**src/rtl/cache_loader.sv**
```systemverilog
// Serial loader for the instruction and data caches.
// Frames are shifted in on mosi_in, MSB first, one bit per clk.
module cache_loader (
  input  logic       clk,
  input  logic       rst,
  input  logic       csi_in,
  input  logic       csd_in,
  input  logic       mosi_in,
  input  logic       proc_en_in,
  input  logic [7:0] rd_data_in,
  output logic [3:0] addr_out,
  output logic [7:0] wdata_out,
  output logic       icache_wen_out,
  output logic       dcache_wen_out,
  output logic       rd_sel_out,
  output logic       miso_out,
  output logic       proc_hold_out,
  output logic       busy_out,
  output logic       frame_err_out
);

  typedef enum logic [2:0] {
    IDLE,
    CMD,
    WADDR_DATA,
    RADDR,
    RDATA,
    COMMIT,
    ERRWAIT
  } state_e;

  localparam logic [3:0] LAST_BIT = 4'd13;
  localparam logic [3:0] RA_LAST  = 4'd4;
  localparam logic [3:0] D_NONE   = 4'd15;

  state_e      state_q, state_d;
  logic [3:0]  cnt_q, cnt_d;
  logic [11:0] sr_q, sr_d;
  logic [7:0]  rd_sr_q, rd_sr_d;
  logic        cmd_q, cmd_d;
  logic        tgt_q, tgt_d;
  logic        iwen_q, iwen_d;
  logic        dwen_q, dwen_d;
  logic        err_q, err_d;
  logic [3:0]  caddr_q, caddr_d;
  logic [7:0]  cdata_q, cdata_d;

  logic       own_low;
  logic       oth_low;
  logic       both_low;
  logic       any_low;
  logic       fault;
  logic [3:0] cnt_inc;

  assign own_low  = tgt_q ? !csd_in : !csi_in;
  assign oth_low  = tgt_q ? !csi_in : !csd_in;
  assign both_low = !csi_in && !csd_in;
  assign any_low  = !csi_in || !csd_in;
  assign cnt_inc  = (cnt_q >= LAST_BIT) ? LAST_BIT
                                        : cnt_q + 4'd1;

  always_comb begin
    state_d = state_q;
    cnt_d   = cnt_q;
    sr_d    = sr_q;
    rd_sr_d = rd_sr_q;
    cmd_d   = cmd_q;
    tgt_d   = tgt_q;
    iwen_d  = 1'b0;
    dwen_d  = 1'b0;
    err_d   = 1'b0;
    caddr_d = 4'd0;
    cdata_d = 8'd0;
    fault   = 1'b0;

    unique case (state_q)
      IDLE: begin
        if (!proc_en_in) begin
          if (both_low) begin
            fault = 1'b1;
          end else if (any_low) begin
            cmd_d   = mosi_in;
            tgt_d   = !csd_in;
            cnt_d   = 4'd1;
            sr_d    = 12'd0;
            rd_sr_d = 8'd0;
            state_d = CMD;
          end
        end
      end

      CMD, WADDR_DATA, RADDR, RDATA: begin
        // oth_low covers both a collision and a target switch
        if (proc_en_in || oth_low) begin
          fault = 1'b1;
        end else if (!own_low) begin
          if (cnt_q != LAST_BIT) begin
            fault = 1'b1;
          end else if (state_q == RDATA) begin
            state_d = IDLE;
          end else if (state_q != WADDR_DATA) begin
            fault = 1'b1;
          end else if (tgt_q && sr_q[11:8] == D_NONE) begin
            fault = 1'b1;
          end else begin
            iwen_d  = !tgt_q;
            dwen_d  = tgt_q;
            caddr_d = sr_q[11:8];
            cdata_d = sr_q[7:0];
            state_d = COMMIT;
          end
        end else if (cnt_q == LAST_BIT) begin
          cnt_d = cnt_inc;
          fault = 1'b1;
        end else begin
          cnt_d = cnt_inc;
          if (state_q == RDATA) begin
            rd_sr_d = {rd_sr_q[6:0], 1'b0};
          end else begin
            sr_d = {sr_q[10:0], mosi_in};
          end
          if (state_q == CMD) begin
            state_d = cmd_q ? WADDR_DATA : RADDR;
          end else if (state_q == RADDR && cnt_q == RA_LAST) begin
            rd_sr_d = rd_data_in;
            state_d = RDATA;
          end
        end
      end

      COMMIT: begin
        state_d = IDLE;
      end

      ERRWAIT: begin
        if (csi_in && csd_in) begin
          state_d = IDLE;
        end
      end

      default: begin
        state_d = IDLE;
      end
    endcase

    if (fault) begin
      state_d = ERRWAIT;
      err_d   = 1'b1;
      iwen_d  = 1'b0;
      dwen_d  = 1'b0;
      caddr_d = 4'd0;
      cdata_d = 8'd0;
    end
  end

  always_ff @(posedge clk) begin
    if (rst) begin
      state_q <= IDLE;
      cnt_q   <= 4'd0;
      sr_q    <= 12'd0;
      rd_sr_q <= 8'd0;
      cmd_q   <= 1'b0;
      tgt_q   <= 1'b0;
      iwen_q  <= 1'b0;
      dwen_q  <= 1'b0;
      err_q   <= 1'b0;
      caddr_q <= 4'd0;
      cdata_q <= 8'd0;
    end else begin
      state_q <= state_d;
      cnt_q   <= cnt_d;
      sr_q    <= sr_d;
      rd_sr_q <= rd_sr_d;
      cmd_q   <= cmd_d;
      tgt_q   <= tgt_d;
      iwen_q  <= iwen_d;
      dwen_q  <= dwen_d;
      err_q   <= err_d;
      caddr_q <= caddr_d;
      cdata_q <= cdata_d;
    end
  end

  // The final address bit is still on mosi_in when read data is captured.
  always_comb begin
    unique case (state_q)
      RADDR:   addr_out = {sr_q[2:0], mosi_in};
      RDATA:   addr_out = sr_q[3:0];
      default: addr_out = caddr_q;
    endcase
  end

  assign wdata_out      = cdata_q;
  assign icache_wen_out = iwen_q;
  assign dcache_wen_out = dwen_q;
  assign frame_err_out  = err_q;
  assign rd_sel_out     = tgt_q &&
                          (state_q == RADDR || state_q == RDATA);
  assign miso_out       = (state_q == RDATA) && rd_sr_q[7];
  assign proc_hold_out  = (state_q != IDLE) || !proc_en_in;
  assign busy_out       = (state_q != IDLE) && (state_q != ERRWAIT);

endmodule

```
**config.mk**
```make
export PLATFORM = sky130hd
export DESIGN_NAME = cache_loader
export DESIGN_NICKNAME = d
export VERILOG_FILES = /design/src/rtl/cache_loader.sv
export SDC_FILE = /design/constraint.sdc
export NUM_CORES = 1
export LEC_CHECK = 0
export BUFFER_PORTS_ARGS = -buffer_cell sky130_fd_sc_hd__buf_2
export CAP_MARGIN = 20
export CORE_ASPECT_RATIO = 0.9
export CORE_MARGIN = 2
export CORE_UTILIZATION = 57
export DETAILED_ROUTE_END_ITERATION = 12
export GPL_ROUTABILITY_DRIVEN = 0
export PLACE_DENSITY = 0.79
export SLEW_MARGIN = 20
export SYNTH_ARGS = -nofsm -noshare
export SYNTH_HDL_FRONTEND = slang
export SYNTH_SLANG_ARGS = --single-unit
export TNS_END_PERCENT = 50
```
**constraint.sdc**
```tcl
create_clock -name clk -period 2.2 [get_ports clk]
set_clock_uncertainty 0.15 [all_clocks]
set_input_delay 0.44 -clock clk [delete_from_list [all_inputs] [get_ports clk]]
set_output_delay 0.44 -clock clk [all_outputs]
set_load 0.05 [all_outputs]
```
## Word level (Yosys, flattened, before mapping)

Index checks and enable logic that the tools add are counted.

- Register bits after elaboration: 44
- Latch bits: 0
- Bits in writable memories: 0
- Memory bits (read-only): 0
- Input port bits: 14
- Logic and storage cells: 133
- Memories kept: 0

- $add $sub $neg: 1
- Multiply operators: 0
- Divide/modulo/power cells: 0
- Magnitude comparators: 1
- Equality and inequality tests: 34
- Shifts and indexed selects: 0
- Multiplexer cells: 55
- Bitwise operators: 3
- Reductions and logical operators: 27

Operators by type and width:

| cell | count |
|---|---|
| 12-bit 2-to-1 mux | 7 |
| 8-bit 2-to-1 mux | 9 |
| 3-bit 2-to-1 mux | 14 |
| 4-bit 2-to-1 mux | 6 |
| 3-bit inequality test (second input constant) | 8 |
| 4-bit inequality test (second input constant) | 6 |
| 12-bit one-hot mux with 2 select lines | 1 |
| 10-bit AND reduction | 2 |
| 2-bit inequality test (second input constant) | 8 |
| 4-bit one-hot mux with 2 select lines | 2 |
| 8-bit one-hot mux with 2 select lines | 1 |
| 5-bit inequality test (second input constant) | 3 |
| 1-bit 2-to-1 mux | 13 |
| 3-bit one-hot mux with 3 select lines | 1 |
| 9-bit OR reduction | 1 |
| 4-bit equality test (second input constant) | 2 |
| 8-bit AND reduction | 1 |
| 1-bit logical AND | 7 |
| 7-bit AND reduction | 1 |
| 3-bit by 2-bit equality test with 1-bit output (second input constant) | 2 |
| 3-bit equality test (second input constant) | 2 |
| 6-bit AND reduction | 1 |
| 4-bit by 1-bit adder with 4-bit output (second input constant) | 1 |
| 4-bit by 3-bit equality test with 1-bit output (second input constant) | 1 |
| other kinds (13) | 21 |

## Depth between registers and ports, before layout

Gate-level depths: netlist of run 1.

- Depth in word-level cells: 11
- Mapped depth: 8
- Mapped depth without buffers: 7

## Worst setup path before layout of run 1

OpenSTA, ideal clock, no wires.

- Kind: register to output
- Start: reg state_q[0]
- End: out addr_out[1]
- Arrival: 1.505 ns
- Required time: 1.610 ns
- Slack: 0.105 ns
- Stages on the path, launching flop included: 6
- Cell sequence: dfxtp_1 -> buf_6 -> clkbuf_1 -> nor3_1 -> o21ai_0 -> o311a_1

- Word-level cells in the longest chain between the ends: 2
- Elaborated cells on any way between the ends: 3
- Classes of those cells: eq/ne: 2; mux: 1

Ends and longest elaborated chain:

| item | line | text |
|---|---|---|
| start: declaration | 36 | `state_e state_q, state_d;` |
| start signal: assignment | 170 | `state_q <= state_d;` |
| 3-bit equality test or 3-bit by 2-bit equality test with 1-bit output (tied branches) | 186 | `unique case (state_q)` |
| 4-bit one-hot mux with 2 select lines (*) | 186 |  |
| end: declaration | 11 | `output logic [3:0] addr_out,` |

Every way passes the cells marked *; elsewhere a longest branch is shown, timed or not.

## Worst setup path in the final report of run 1

- Start: reg state_q[1]
- End: out rd_sel_out

- Word-level cells in the longest chain between the ends: 3
- Elaborated cells on any way between the ends: 4
- Classes of those cells: eq/ne: 2; reduce/logical: 2

Ends and longest elaborated chain:

| item | line | text |
|---|---|---|
| 3-bit by 2-bit equality test with 1-bit output or 3-bit equality test (tied branches) | 198 | `(state_q == RADDR \|\| state_q == RDATA);` |
| 1-bit logical OR (*) | 198 |  |
| 1-bit logical AND (*) | 197 | `assign rd_sel_out = tgt_q &&` |
| end: declaration | 15 | `output logic rd_sel_out,` |

Marks and branches as above.

==> flow_summary.ini, run 1 <==
[clocking]
root_buffer = clkbuf_8
cts_sinks = 44
clk-insertion-delay-late_ns = 0.30
tritoncts = done
path_clk_slew_ns = 0.09
cts_hold_buffers = 0
cts_buffer_depth = 2
cts_htree_levels = 2
cts_buffers = 5

[route]
wl_per_cell_um = 15.2
drt_first_pass_iters = 4
route.detailed.drc = 0
wl_um = 5600
drt_iter0_markers = 173
num_vias = 2210
postRouteAntennaNets = 0
vias_per_cell = 5.99

[global_route]
grt_use_total = 0.255
grt.overflow.total = 0
first_global_vias = 2088
antenna_found_initial = 0
grt_start_max_net_pins = 32
grt_pass1_wl_um = 9530

[finish]
layout-drive-gt1-share = 0.240
final_common_cell = dfxtp_1
area_delta_synth_final_pct = 17.5
stdcell_count = 369
finalNetCount = 338
mostFrequentLayoutCells = dfxtp_1 (41), buf_2 (28), a21oi_1 (27)
insertedDiodeCount = 0
final_core_utilization = 0.692

[floorplan]
dieHeight_um = 65.3
die-area_sq_mm = 0.00472
coreArea_sq_mm = 0.00405
pin_count = 33
dieWidth_um = 72.2
initial_core_util = 0.589
fp-row-count = 22

[sta]
worst_slew_pin_slew_ns = 0.458
setup_viol = 0
fin_crit_sh = 0.967
slew_headroom = 0.694
slew_violations = 0
fmax_ghz = 0.470
period_minus_slack_ns = 2.13
hold_viol_final = 0

[synth]
ys.warnings.count = 0
ys_seq_area_frac = 0.370
synth_seq_cells = 44
async_flop_share = 0
netlist_instances = 282
synth_ff_type = dfxtp_1
syn_area_per_cell_sq_um = 8.45
netlist_area_sq_mm = 0.00238
syn_nets = 300
synth_edf_count = 0
synth_cell_types = 57

[setup_path]
crit_path_max_fanout = 20
worstSetupPathType = register to output port
r2r-end = state_q[2]
reg2regPathDepth = 7
crit_required_ns = 1.61
cp-start-kind = register
r2r_slack_ns = 0.10
critPathCaptureType = output port
crit-reg2reg-launch = cnt_q[1]
critPathArrivalTime_ns = 1.54

[pwr]
ir_drop_uv = 677
leakage_nw = 1.13
power_density_mw_per_mm2 = 1230
power.total_mw = 3.45

[placement]
dpl.hpwl_um = 3840
port_buffers = 32
placed_cells = 358

[run]
drv_cap = 0

[worst_hold_path]
worstHoldEndpoint = rd_sr_q[0]
min_from = rd_data_in[0]
hold_class = primary input to register
hold_depth = 3

[outcome]
status = complete, no violations
## cells in the mapped netlist (2+ instances only)
master    instances  share of area
o21ai_0          11          0.023
mux2i_1           2         0.0084
o311a_1           4          0.017
and2_1           14          0.037
nor2b_1           3         0.0079
nand3_1          16          0.034
o21a_1            7          0.022
buf_6             4          0.019
inv_1             6         0.0094
o21bai_1          2         0.0063
o211ai_1          3         0.0094
and3_1            9          0.024
a211oi_1          5          0.016
nor2_1           15          0.024
o22ai_1          11          0.029
or3_1             3         0.0079
buf_2             3         0.0063
dfxtp_1          44           0.37
nand4_1           2         0.0052
nor3_1           10          0.021
ha_1              4          0.021
nand2_1          10          0.016
nand2b_1         18          0.047
o21ai_2           2         0.0074
a21oi_2           3          0.011
clkbuf_1         10          0.016
buf_4             3         0.0094
a21oi_1          27          0.057
a31oi_1           3         0.0079
## critical path, stage by stage (launching register included)
cell     delay, ns
dfxtp_4       0.42
or3b_1        0.41
o21ai_0       0.09
and2_1        0.16
buf_6         0.16
## registers in the layout, summed over array words and instances (netlist names), 3 cells and up
name,cells
sr_q,12
caddr_q,4
rd_sr_q,8
state_q,3
cnt_q,4
wdata_out,8
## layout make-up
type	count	area, sq um
clock buffer	6	82.6
clock inverter	2	38.8
fill	342	1250
inverter	6	22.5
multi-input combinational	212	1380
sequential	44	890
tap	48	60.1
timing repair buffer	51	329
## cells by family after synthesis
| logic type | synth area share |
|---|---|
| and+or+nand+nor | 0.277 |
| AOI/OAI and AO/OA | 0.254 |
| DFF | 0.370 |
| buffers and inverters | 0.0598 |
| adders and majority gates | 0.0210 |
| muxes | 0.0147 |
| xor gates and xnor gates | 0.00368 |
## through the flow
step	setup TNS (ns)	area [sq um]	hold WS (ns)	worst slack, ns
6_report	0	2800	0.248	0.0734
5_1_grt	-0.00225	2800	0.258	-0.00225
4_1_cts	-0.00946	2750	0.245	-0.00946
3_5_place_dp	0	2620	0.305	0.0967
3_3_place_gp	0	2620	0.292	0.165
2_1_floorplan	0	2380	0.283	0.105
## report_power, final
group | total [mW] | internal [mW] | switching [mW]
Clock | 0.656 | 0.371 | 0.284
Combinational | 1.81 | 0.689 | 1.12
Sequential | 0.979 | 0.875 | 0.105
Total | 3.45 | 1.94 | 1.51
## what timing repair did
item / in CTS / in global routing
hold endpoints to repair: 0 / 0
resized for setup: 8 / 7
pin swaps: 0 / 0
setup endpoints to repair: 8 / 6
setup buffers: 0 / 3
## per-layer routing
metal / share of wire / up-vias / track usage
li1: - / 1099 / -
met1: 0.46 / 1011 / 0.341
met2: 0.46 / 89 / 0.400
met3: 0.062 / 11 / 0.0460
met4: 0.018 / 0 / 0.118
met5: 0 / - / 0
## worst max path at each step
stage | from | endpoint
after floorplan | state_q[0] | addr_out[1]
after global placement | state_q[1] | sr_q[6]
after detailed placement | state_q[1] | rd_sr_q[6]
after CTS | state_q[0] | addr_out[0]
after global routing | cnt_q[1] | rd_sr_q[6]
final | state_q[1] | rd_sel_out
No activity file was read; power rests on OpenSTA's default activity.
==> run 2: changes to the inputs <==
==> constraint.sdc (replaced) <==
create_clock -name clk -period 2.05 [get_ports clk]
set_clock_uncertainty 0.15 [all_clocks]
set_input_delay 0.41 -clock clk [delete_from_list [all_inputs] [get_ports clk]]
set_output_delay 0.41 -clock clk [all_outputs]
set_load 0.05 [all_outputs]
==> run 2 against run 1 <==
Clock-buffer cell count is 1 lower. Combinational power rose by 30%. Largest power group unchanged. Critical path depth increased by 1. Core utilization grew 5.2 points. Worst setup slack got worse by 0.12 ns. Sequential power grew 4%. Sequential cell count unchanged. The run now ends with negative setup slack left. Wire length increased by 6.6%. Highest routed layer unchanged. Clock power shrank 16%. Design area increased by 7.5%.
==> flow_summary.ini, run 2 (synthesis gave the netlist of run 1 again) <==
[worst_hold_path]
hold_class = primary input to register

[clocking]
cts_buffers = 5
clk-insertion-delay-late_ns = 0.30
cts_buffer_depth = 2
path_clk_slew_ns = 0.09
cts_sinks = 44
tritoncts = done
cts_htree_levels = 2
root_buffer = clkbuf_8

[route]
wl_per_cell_um = 15.7
num_vias = 2340
wl_um = 5970
route.detailed.drc = 0
drt_iter0_markers = 172
postRouteAntennaNets = 0
vias_per_cell = 6.14
drt_first_pass_iters = 7

[floorplan]
pin_count = 33
fp-row-count = 22
dieHeight_um = 65.3
initial_core_util = 0.589
die-area_sq_mm = 0.00472
coreArea_sq_mm = 0.00405
dieWidth_um = 72.2

[outcome]
violations = negative setup slack
status = finished, violations left

[setup_path]
cp-start-kind = register
slowest_stage = dfxtp_4
r2r_slack_ns = 0.01
cp_common_cell = buf_6
worstSetupPathType = register to output port
critPathCaptureType = output port
cpPeakStageDelay_ns = 0.38
critPathArrivalTime_ns = 1.53
crit_required_ns = 1.49
cp_cell_sequence = buf_6 -> buf_6 -> nor3_4 -> nand2_1 -> buf_6
crit_path_max_fanout = 6

[placement]
placed_area_sq_mm = 0.00268
dpl.hpwl_um = 3670
placed_cells = 364
port_buffers = 32

[finish]
final_common_cell = dfxtp_1
mostFrequentLayoutCells = dfxtp_1 (40), a21oi_1 (25), buf_2 (24), buf_4 (24), nand2b_1 (16)
stdcell_count = 381
finalNetCount = 350
final_cell_area_sq_mm = 0.00301
largest-register = sr_q
area_delta_synth_final_pct = 26.2
insertedDiodeCount = 0
layout-drive-gt1-share = 0.300
largest_reg_flops = 12

[sta]
slew_violations = 0
worst_slew_pin_slew_ns = 0.500
fmax_ghz = 0.478
rsz0062_at_grt = true
setup_viol = 1
slew_headroom = 0.665
fin_crit_sh = 1.02
fin_ws_ns = -0.0416
hold_ws_ns = 0.225
period_minus_slack_ns = 2.09
hold_viol_final = 0

[global_route]
grt_start_max_net_pins = 32
grt_use_total = 0.229
grt_pass1_wl_um = 8580
grt.overflow.total = 0
antenna_found_initial = 0
first_global_vias = 1908

[pwr]
power_density_mw_per_mm2 = 1310
ir_drop_uv = 679
leakage_nw = 1.21

[run]
drv_cap = 0
run 2: changes by cell type in the layout (fill, tap and decap cells not counted), sizes merged:
cell,change
bufinv,-1
buf,+11
clkinvlp,+2
run 2: layout make-up:
cell class	instances	area (sq um)
inverter	6	22.5
multi-input combinational	212	1430
clock inverter	3	23.8
fill	281	1040
timing repair buffer	63	518
sequential	44	891
clock buffer	5	68.8
tap	48	60.1
run 2: worst paths after layout:
kind / startpoint / to / depth (start not counted)
setup / recovery: state_q[0] / proc_hold_out / 5
hold / removal: rd_data_in[0] / rd_sr_q[0] / 3
setup reg to reg: state_q[0] / sr_q[0] / 9
hold reg to reg: rd_sr_q[7] / rd_sr_q[7] / 1
run 2: per-layer routing:
layer	up-vias	GRT usage	routed length, um
met5	-	0	0
met1	1100	0.309	2680
li1	1127	-	-
met3	13	0.0414	350
met4	0	0.0731	92
met2	100	0.372	2850
run 2: critical path: cells and delay by family (launching register included):
family / cells / cell delay [ns]
buffers and inverters: 3 / 0.43
AND/OR/NAND/NOR: 2 / 0.43
flip-flops: 1 / 0.38
run 2: metrics by stage:
stage               TNS, ns  setup WS, ns  total power [mW]  utilization
finish              -0.0416       -0.0416              3.93        0.744
detailed placement        0        0.0976              2.91        0.661
global placement          0         0.126              2.90        0.661
global route         -0.675        -0.100              4.14        0.744
CTS                       0       0.00482              3.60        0.698
floorplan           -0.0256       -0.0148              2.47            -
run 2: timing repair:
| item | in CTS | in global routing |
|---|---|---|
| hold buffers | 0 | 0 |
| setup buffers | 2 | 5 |
| resized for setup | 15 | 31 |
| pin swaps | 0 | 11 |
| gates cloned | 0 | 2 |
| setup endpoints to repair | 7 | 22 |
run 2: report_power, final:
| part | internal (mW) | switching, mW | total, mW |
|---|---|---|---|
| sequential | 0.940 | 0.0755 | 1.02 |
| combinational | 1.02 | 1.34 | 2.36 |
| clock | 0.241 | 0.312 | 0.553 |
| total | 2.20 | 1.73 | 3.93 |
==> run 3: changes to the inputs <==
--- a/config.mk
+++ b/config.mk
@@ -8,7 +8,7 @@
 export BUFFER_PORTS_ARGS = -buffer_cell sky130_fd_sc_hd__buf_2
 export CAP_MARGIN = 20
 export CORE_ASPECT_RATIO = 0.9
-export CORE_MARGIN = 2
+export CORE_MARGIN = 4
 export CORE_UTILIZATION = 57
 export DETAILED_ROUTE_END_ITERATION = 12
 export GPL_ROUTABILITY_DRIVEN = 0
==> run 3 against run 2 <==
The flow still finishes with violations (negative setup slack). Core utilization decreased by 0.25 points. Final cell count fell by 1.0%. Critical path depth shrank 2. Fmax up 1.3%.
==> flow_summary.ini, run 3 (synthesis gave the netlist of run 1 again) <==
[outcome]
status = finished, violations left
violations = negative setup slack

[setup_path]
crit-reg2reg-launch = state_q[0]
slowest_stage = dfxtp_4
critPathBufInv = 1
worstSetupPathType = register to output port
cpLargestDelayFamily = flip-flops
reg2regPathDepth = 7
r2r-end = state_q[0]
critPathCaptureType = output port
critPathArrivalTime_ns = 1.50
crit_required_ns = 1.49
r2r_slack_ns = 0.10
cpPeakStageDelay_ns = 0.43
crit_path_max_fanout = 8
cp_cell_sequence = and2b_2 -> o311a_1 -> buf_6
cp-start-kind = register

[route]
wl_um = 5780
drt_iter0_markers = 243
top_layer_used = met4
wl_met2_um = 2680
num_vias = 2296
vias_per_cell = 6.09
met3WireLength_um = 357
wl_per_cell_um = 15.3
route.detailed.drc = 0
postRouteAntennaNets = 0
drt-met1-wl_um = 2650
drt_first_pass_iters = 4

[sta]
fmax_ghz = 0.484
rsz0062_at_grt = true
slew_headroom = 0.671
setup_viol = 4
fin_tns_setup_ns = -0.0376
worst_slew_pin_slew_ns = 0.492
hold_viol_final = 0
period_minus_slack_ns = 2.06
hold_ws_ns = 0.223
slew_violations = 0
fin_ws_ns = -0.0144
fin_crit_sh = 1.01

[finish]
largest-register = sr_q
finalNetCount = 346
layout-drive-gt1-share = 0.289
insertedDiodeCount = 0
area_delta_synth_final_pct = 25.8
stdcell_count = 377
largest_reg_flops = 12
mostFrequentLayoutCells = dfxtp_1 (40), a21oi_1 (27), buf_2 (26)
final_common_cell = dfxtp_1

[clocking]
cts_buffer_depth = 2
cts_buffers = 5
cts_sinks = 44
cts_hold_buffers = 0
path_clk_slew_ns = 0.08
cts_htree_levels = 2
clk-insertion-delay-late_ns = 0.30
tritoncts = done
root_buffer = clkbuf_8

[global_route]
grt_pass1_wl_um = 9460
grt.overflow.total = 0
first_global_vias = 2044
grt_use_total = 0.211
grt_start_max_net_pins = 32
antenna_found_initial = 0

[pwr]
p_sw_frac = 0.421
leakage_nw = 1.21
netSwitchingPower_mw = 1.73
p_comb_frac = 0.573
p_int_mw = 2.38
power.share.clock = 0.176
ir_drop_uv = 777
power_density_mw_per_mm2 = 1370
seq_power_share = 0.251

[floorplan]
pin_count = 33
dieWidth_um = 76.2
coreArea_sq_mm = 0.00405
fp-row-count = 22
dieHeight_um = 69.3
die-area_sq_mm = 0.00528
initial_core_util = 0.589

[worst_hold_path]
worstHoldEndpoint = rd_sr_q[0]
hold_class = primary input to register
hold_depth = 3
min_from = rd_data_in[0]

[placement]
dpl.hpwl_um = 3950
placed_cells = 367
port_buffers = 32

[run]
drv_cap = 0
run 3: area by class of cell:
| cell class | count | area, sq um |
|---|---|---|
| clock buffers | 7 | 96.3 |
| fillers | 284 | 1050 |
| inverters | 6 | 25.0 |
| repair buffers | 59 | 453 |
| flip-flops and latches | 44 | 893 |
| multi-input cells | 212 | 1440 |
| clock inverters | 1 | 30.0 |
| well taps | 48 | 60.1 |
run 3: how the worst max path moves through the flow:
stage                             end  depth (start not counted)       start  slack (ns)
after floorplan           addr_out[3]                          5  state_q[0]       -0.01
after global placement     rd_sr_q[6]                          6       tgt_q        0.10
after detailed placement   rd_sr_q[6]                          6      csd_in        0.08
after CTS                    busy_out                          4  state_q[1]       -0.03
after global routing      addr_out[2]                          6  state_q[1]       -0.05
final                     addr_out[0]                          3  state_q[0]       -0.01
run 3: tightest hold or removal path, cell delays in order:
cell     delay [ns]
buf_2          0.10
nand4_1        0.06
a21oi_1        0.06
run 3: power groups by stage:
stage	Combinational [mW]	Sequential (mW)	Clock, mW
final	2.36	1.03	0.724
after global routing	2.51	1.04	0.779
after CTS	2.05	1.02	0.724
after detailed placement	1.95	1.02	0
after global placement	1.93	1.01	0
after floorplan	1.44	1.03	0
run 3: metrics by stage:
stage          total power, mW   util  cell area [sq um]  setup slack (ns)
2_1_floorplan             2.47      -               2390           -0.0148
3_5_place_dp              2.97  0.667               2700            0.0764
6_report                  4.11  0.741               3000           -0.0144
4_1_cts                   3.79  0.707               2860           -0.0298
5_1_grt                   4.33  0.741               3000           -0.0484
3_3_place_gp              2.94  0.667               2700             0.101
run 3: repair_timing:
action | CTS | global route
setup buffers | 0 | 2
pin swaps | 0 | 8
endpoints found under the setup margin | 7 | 33
endpoints found under the hold margin | 0 | 0
resized for setup | 16 | 30
run 3: routing by layer:
metal  vias to the layer above  track usage
met5                         -            0
met2                        85        0.332
li1                       1127            -
met4                         0       0.0641
met1                      1075        0.289
met3                         9       0.0455
